File: config.mk
export PLATFORM = sky130hd
export DESIGN_NAME = alu_op_scheduler
export DESIGN_NICKNAME = d
export VERILOG_FILES = /design/src/rtl/alu_op_scheduler_pkg.sv /design/src/rtl/alu_op_scheduler_arbiter.sv /design/src/rtl/alu_op_scheduler.sv
export SDC_FILE = /design/constraint.sdc
export NUM_CORES = 1
export LEC_CHECK = 0
export BUFFER_PORTS_ARGS = -buffer_cell sky130_fd_sc_hd__buf_2
export CAP_MARGIN = 40
export CORE_AREA = 2 2 262 264
export CTS_BUF_LIST = sky130_fd_sc_hd__clkbuf_8
export DETAILED_ROUTE_END_ITERATION = 10
export DIE_AREA = 0 0 264 266
export PLACE_DENSITY = 0.38
export SYNTH_ARGS = -nofsm -noshare
export SYNTH_HDL_FRONTEND = slang
export SYNTH_SLANG_ARGS = --single-unit
export TNS_END_PERCENT = 1
File: constraint.sdc
create_clock -name clk -period 12 [get_ports clk]
set_clock_uncertainty 0.1 [all_clocks]
set_input_delay 1.2 -clock clk [delete_from_list [all_inputs] [get_ports clk]]
set_output_delay 1.2 -clock clk [all_outputs]
set_load 0.01 [all_outputs]
File: src/rtl/alu_op_scheduler_pkg.sv
// -----------------------------------------------------------------------------
// alu_op_scheduler_pkg
// Shared definitions for the ALU operation scheduler and the shared ALU:
//   - ALU control codes (4-bit)
//   - scheduler FSM state encoding
//   - 64-bit operand and 128-bit result types
//   - small helper functions for opcode classification and latency lookup
// -----------------------------------------------------------------------------
package alu_op_scheduler_pkg;

  // ALU control codes
  localparam logic [3:0] OP_AND = 4'b0000;
  localparam logic [3:0] OP_DIV = 4'b0001;
  localparam logic [3:0] OP_ADD = 4'b0010;
  localparam logic [3:0] OP_MUL = 4'b0011;
  localparam logic [3:0] OP_SUB = 4'b0110;
  localparam logic [3:0] OP_SLT = 4'b0111;

  localparam int DATA_W   = 64;
  localparam int RESULT_W = 128;

  typedef logic [DATA_W-1:0]   alu_data_t;
  typedef logic [RESULT_W-1:0] alu_result_t;

  // Scheduler FSM states
  typedef enum logic [1:0] {
    ST_IDLE = 2'd0,
    ST_EXEC = 2'd1,
    ST_RESP = 2'd2
  } sched_state_t;

  // True for the opcodes the shared ALU implements.
  function automatic logic is_legal_op(input logic [3:0] op);
    logic legal;
    case (op)
      OP_AND, OP_DIV, OP_ADD, OP_MUL, OP_SUB, OP_SLT: legal = 1'b1;
      default:                                        legal = 1'b0;
    endcase
    return legal;
  endfunction

  // Only ADD and SUB report a meaningful signed overflow.
  function automatic logic has_overflow(input logic [3:0] op);
    logic ovf;
    case (op)
      OP_ADD, OP_SUB: ovf = 1'b1;
      default:        ovf = 1'b0;
    endcase
    return ovf;
  endfunction

  // Number of cycles the operands must be held on the ALU before the
  // result may be captured.
  function automatic logic [3:0] op_latency(input logic [3:0] op,
                                            input logic [3:0] mul_lat,
                                            input logic [3:0] div_lat);
    logic [3:0] lat;
    case (op)
      OP_MUL:  lat = mul_lat;
      OP_DIV:  lat = div_lat;
      default: lat = 4'd1;
    endcase
    return lat;
  endfunction

endpackage

File: src/rtl/alu_op_scheduler_arbiter.sv
// -----------------------------------------------------------------------------
// alu_rr_arbiter
// Two-port round-robin grant with a last-granted pointer.
//   clk, reset   : clock, asynchronous active-high reset
//   enable       : grants may only be issued while enable is high
//   req0, req1   : request from port 0 / port 1
//   gnt0, gnt1   : one-hot (or zero) grant, combinational from inputs and
//                  the registered pointer
// The pointer holds the index of the last granted port. It resets to 1 so
// port 0 wins the first tie, and it only moves when a grant is issued.
// -----------------------------------------------------------------------------
module alu_rr_arbiter (
  input  logic clk,
  input  logic reset,
  input  logic enable,
  input  logic req0,
  input  logic req1,
  output logic gnt0,
  output logic gnt1
);

  logic last_grant;

  // On a tie the port that was not granted last time wins; a lone
  // requester always wins.
  assign gnt0 = enable & req0 & (~req1 | last_grant);
  assign gnt1 = enable & req1 & (~req0 | ~last_grant);

  // Last-granted pointer, updated only when a grant is issued.
  always_ff @(posedge clk or posedge reset) begin
    if (reset) begin
      last_grant <= 1'b1;
    end else if (gnt0) begin
      last_grant <= 1'b0;
    end else if (gnt1) begin
      last_grant <= 1'b1;
    end else begin
      last_grant <= last_grant;
    end
  end

endmodule

File: src/rtl/alu_op_scheduler.sv
// -----------------------------------------------------------------------------
// alu_op_scheduler
// Schedules requests from two ports onto one shared multi-cycle ALU and
// returns a single response per request.
//
// Parameters
//   MUL_LAT, DIV_LAT : ALU settle cycles for MUL / DIV (1..15)
// Ports
//   clk, reset                 : clock, asynchronous active-high reset
//   p0_* / p1_*                : request ports (valid/ready, op, a, b)
//   alu_a, alu_b, alu_ctrl     : registered operands/opcode to the ALU
//   alu_cin                    : ALU carry-in, tied low
//   alu_result, alu_zero,
//   alu_overflow               : ALU outputs, sampled on the last EXEC cycle
//   rsp_valid / rsp_ready      : response handshake
//   rsp_id                     : port that issued the request
//   rsp_result, rsp_zero,
//   rsp_overflow, rsp_err      : registered response payload
//
// Flow: IDLE accepts one request per cycle through the round-robin
// arbiter. Legal operations go to EXEC for their latency; DIV by zero and
// unknown opcodes skip EXEC and produce an error response directly. RESP
// holds the payload until the consumer takes it.
// -----------------------------------------------------------------------------
module alu_op_scheduler
  import alu_op_scheduler_pkg::*;
#(
  parameter int MUL_LAT = 4,
  parameter int DIV_LAT = 8
) (
  input  logic        clk,
  input  logic        reset,

  input  logic        p0_valid,
  output logic        p0_ready,
  input  logic [3:0]  p0_op,
  input  logic [63:0] p0_a,
  input  logic [63:0] p0_b,

  input  logic        p1_valid,
  output logic        p1_ready,
  input  logic [3:0]  p1_op,
  input  logic [63:0] p1_a,
  input  logic [63:0] p1_b,

  output logic [63:0] alu_a,
  output logic [63:0] alu_b,
  output logic [3:0]  alu_ctrl,
  output logic        alu_cin,
  input  alu_result_t alu_result,
  input  logic        alu_zero,
  input  logic        alu_overflow,

  output logic        rsp_valid,
  input  logic        rsp_ready,
  output logic        rsp_id,
  output alu_result_t rsp_result,
  output logic        rsp_zero,
  output logic        rsp_overflow,
  output logic        rsp_err
);

  localparam logic [3:0] MUL_CYC = 4'(MUL_LAT);
  localparam logic [3:0] DIV_CYC = 4'(DIV_LAT);

  sched_state_t state;
  logic         idle;      // registered "may accept" flag, low during reset
  logic [3:0]   cnt;       // remaining EXEC cycles minus one

  logic         gnt0;
  logic         gnt1;
  logic         accept;
  logic         sel_id;
  logic [3:0]   sel_op;
  logic [63:0]  sel_a;
  logic [63:0]  sel_b;
  logic         sel_illegal;
  logic         sel_div_zero;

  assign alu_cin = 1'b0;

  alu_rr_arbiter u_arb (
    .clk    (clk),
    .reset  (reset),
    .enable (idle),
    .req0   (p0_valid),
    .req1   (p1_valid),
    .gnt0   (gnt0),
    .gnt1   (gnt1)
  );

  // A port is ready exactly when it holds the grant, so at most one
  // request can complete its handshake per cycle.
  assign p0_ready = gnt0;
  assign p1_ready = gnt1;
  assign accept   = gnt0 | gnt1;

  // Select the granted port's request and classify it for bypass.
  always_comb begin
    if (gnt1) begin
      sel_id = 1'b1;
      sel_op = p1_op;
      sel_a  = p1_a;
      sel_b  = p1_b;
    end else begin
      sel_id = 1'b0;
      sel_op = p0_op;
      sel_a  = p0_a;
      sel_b  = p0_b;
    end
    sel_illegal  = ~is_legal_op(sel_op);
    sel_div_zero = (sel_op == OP_DIV) && (sel_b == 64'd0);
  end

  // Scheduler FSM with registered ALU drive and response payload.
  always_ff @(posedge clk or posedge reset) begin
    if (reset) begin
      state        <= ST_IDLE;
      idle         <= 1'b0;
      cnt          <= 4'd0;
      alu_a        <= 64'd0;
      alu_b        <= 64'd0;
      alu_ctrl     <= 4'b0000;
      rsp_valid    <= 1'b0;
      rsp_id       <= 1'b0;
      rsp_result   <= 128'd0;
      rsp_zero     <= 1'b0;
      rsp_overflow <= 1'b0;
      rsp_err      <= 1'b0;
    end else begin
      case (state)
        ST_IDLE: begin
          if (accept) begin
            alu_a    <= sel_a;
            alu_b    <= sel_b;
            alu_ctrl <= sel_op;
            rsp_id   <= sel_id;
            idle     <= 1'b0;
            if (sel_illegal) begin
              // Unknown opcode: answer immediately with a zero result.
              state        <= ST_RESP;
              rsp_valid    <= 1'b1;
              rsp_result   <= 128'd0;
              rsp_zero     <= 1'b1;
              rsp_overflow <= 1'b0;
              rsp_err      <= 1'b1;
            end else if (sel_div_zero) begin
              // Divide by zero: never reaches the ALU, saturated result.
              state        <= ST_RESP;
              rsp_valid    <= 1'b1;
              rsp_result   <= {128{1'b1}};
              rsp_zero     <= 1'b0;
              rsp_overflow <= 1'b0;
              rsp_err      <= 1'b1;
            end else begin
              state <= ST_EXEC;
              cnt   <= op_latency(sel_op, MUL_CYC, DIV_CYC) - 4'd1;
            end
          end else begin
            idle <= 1'b1;
          end
        end

        ST_EXEC: begin
          if (cnt == 4'd0) begin
            // Last settle cycle: the ALU output is valid now.
            state        <= ST_RESP;
            rsp_valid    <= 1'b1;
            rsp_result   <= alu_result;
            rsp_zero     <= alu_zero;
            rsp_overflow <= has_overflow(alu_ctrl) ? alu_overflow : 1'b0;
            rsp_err      <= 1'b0;
          end else begin
            cnt <= cnt - 4'd1;
          end
        end

        ST_RESP: begin
          if (rsp_ready) begin
            state     <= ST_IDLE;
            rsp_valid <= 1'b0;
            idle      <= 1'b1;
          end else begin
            state <= ST_RESP;
          end
        end

        default: begin
          state     <= ST_IDLE;
          idle      <= 1'b0;
          rsp_valid <= 1'b0;
          cnt       <= 4'd0;
        end
      endcase
    end
  end

endmodule

==> results.json <==
{
  "start_util_pct": 19.11,
  "die_x_um": 264,
  "synthCells": 1312,
  "drt_first_pass_iters": 4,
  "crit_type": "in2reg",
  "crit_required_ns": 12.45,
  "final_cells": 2865,
  "grt_max_degree": 231,
  "dieArea_um2": 70220,
  "cts_tree": "built",
  "rsz0062_at_grt": "no",
  "grt_pass1_vias": 13190,
  "syn_nets": 1712,
  "synth_warnings": 0,
  "num_io_pins": 667,
  "cts_resized": 0,
  "synth.distinct_cells": 46,
  "synth_area_per_cell_um2": 9.868,
  "ys_seq_elements": 273,
  "tns_ns": 0,
  "cap_viol_max_count": 0,
  "numPortBuffers": 665,
  "synthSimpleGateAreaFrac_pct": 15.22,
  "cts-root-buf": "clkbuf_8",
  "core_um2": 67750,
  "synth_top_family_by_area": "compound AO/OA/AOI/OAI gates",
  "endpoint_kind": "flip-flop",
  "min_period_over_period_pct": 46.58,
  "finalHoldViolCount": 0,
  "synthTopCellsByArea": "dfrtp_1 53%, a2bb2oi_2 11%, nand2_1 8.2%, a31oi_1 6.4%, o21ai_0 5.2%",
  "layout_commonest_cell": "buf_2",
  "p_leak_nw": 8.341,
  "drive_gt1_share_pct": 43.91,
  "final_antenna_net_count": 0,
  "hold_buffers": 0,
  "post-route-min-period_ns": 5.590,
  "r2r_slack_ns": 6.61,
  "final.setup.worst_slack_ns": 6.410,
  "critPathLaunchType": "primary input",
  "synth_edf_count": 0,
  "yosys.area.top_type": "dfrtp_1",
  "gp_congestion": 0.8488,
  "fin_nets": 2331,
  "wire_per_inst_um": 20.11,
  "status": "completed",
  "drv_slew": 0,
  "area_delta_synth_final_pct": 39.50,
  "synth_top_area_share_pct": 52.58,
  "synthFlopType": "dfrtp_1",
  "synth_mux_area_share_pct": 0.2416,
  "pre_cts_slack_ns": 5.644,
  "cp.arrival_ns": 6.03,
  "peakVddDrop_mv": 0.2052,
  "cts_buffer_depth": 3,
  "post-cts-setup-buffers": 0,
  "grt_pass1_wl_um": 84610,
  "synth_xor_area_share_pct": 0.06765,
  "setup_viol": 0,
  "max-slew-margin-rel_pct": 27.19,
  "p_per_area_nw_per_um2": 296.9,
  "drt-total-wl_um": 57610,
  "drc": 0,
  "fmax_mhz": 178.9,
  "synth_fa_ha_area_share_pct": 0.09665,
  "clock-sinks": 273,
  "drt_iter0_markers": 692,
  "async_reset_ff_share_pct": 100.0,
  "rows": 96,
  "hold_path.class": "reg2reg",
  "gr-total-overflow": 0,
  "hpwlAfterDp_um": 42230,
  "cts_max_level": 2,
  "worstPathMaxFanout": 65,
  "layout_common_cells": "666 x buf_2, 283 x nand2_1, 272 x dfrtp_1",
  "synth_compound_area_share_pct": 26.38,
  "clk_latency_ns": 0.63,
  "place_inst": 2756,
  "vias": 12770,
  "path_clk_slew_ns": 0.06,
  "antenna_found_initial": 23,
  "yosysSeqAreaShare_pct": 52.78,
  "utilization_pct": 26.66,
  "cts_inserted_buffers": 55,
  "worst_slew_pin_slew_ns": 1.092,
  "syn_area_um2": 12950,
  "viasPerCell": 4.458,
  "grtUsageTotal_pct": 15.76,
  "die_h_um": 266
}
==> path summary, 6_finish.rpt <==
path                                              startpoint                         end  cells past startpoint
worst max-delay path                                p1_valid  rsp_result[26]$_DFFE_PP0P_                     12
worst min-delay path                      rsp_id$_DFFE_PP0P_          rsp_id$_DFFE_PP0P_                      2
worst max register to register  u_arb.last_grant$_DFFE_PP1P_  rsp_result[26]$_DFFE_PP0P_                     10
worst min register to register            rsp_id$_DFFE_PP0P_          rsp_id$_DFFE_PP0P_                      2
max in group asynchronous                              reset            idle$_DFFE_PP0P_                      3
min in group asynchronous                              reset  rsp_result[97]$_DFFE_PP0P_                      2
==> synthesized netlist by cell type (all sizes together) (2+ instances only) <==
cell     number
nand2       284
dfrtp       272
nor2        147
o21ai       137
a31oi       132
a2bb2oi     127
clkbuf       92
buf          28
nor4         28
inv           8
nor3          7
a21oi         5
nand2b        5
nand3         5
or4           4
a22o          3
mux2i         2
nand4         2
nor2b         2
o211ai        2
==> state kept, by name (all words and copies together), names as in the netlist <==
name              count
rsp_id                1
cnt                   4
alu_a                64
rsp_overflow          1
idle                  1
rsp_err               1
rsp_valid             1
alu_ctrl              4
u_arb.last_grant      1
rsp_result          128
state                 2
rsp_zero              1
alu_b                64
==> per-layer routing <==
metal  global-route usage (%)  wire [um]  vias to the layer above
met5                        0        103                        -
met4                    6.803       2009                       16
met3                    6.266       5370                      118
met2                    27.11      28240                      545
met1                    17.16      21880                     6183
li1                         -          -                     5910
==> report_power, final <==
part	leakage [nW]	internal, mW	switching (mW)
registers	3.12	1.41	0.301
clock network	0.623	0.492	0.437
logic	4.60	1.16	1.56
total	8.34	3.06	2.30
==> kinds of logic after synthesis <==
logic type | Yosys count
simple gates | 488
compound gates | 417
flops | 273
buf+inv | 128
mux | 3
fa+ha+maj | 1
other cells | 1
xor+xnor | 1
==> critical path: stages <==
cell	delay, ns
buf_2	0.11
nand2_1	0.10
a21o_4	0.56
inv_4	0.27
buf_4	0.39
nor4_1	0.43
o22ai_1	0.21
o21ai_4	0.31
o21a_4	0.53
buf_4	0.68
buf_4	0.80
o2bb2a_1	0.27
==> area by class of cell <==
class,instances,area (um^2)
clock inverter,30,126.4
timing repair buffer,682,3538
sequential,273,6833
tap,882,1104
inverter,8,40.04
fill,7523,49690
clock buffer,66,908.4
multi-input combinational,911,5478
antenna,13,32.53
==> per-stage QoR <==
step	hold WS (ns)	power [mW]	area, um^2
2_1_floorplan	0.3691	3.519	12950
3_3_place_gp	0.3708	4.444	16900
3_5_place_dp	0.3717	4.500	16990
4_1_cts	0.3847	5.472	18030
5_1_grt	0.4192	5.768	18050
6_report	0.3751	5.362	18060
No activity file was read; power rests on OpenSTA's default activity.
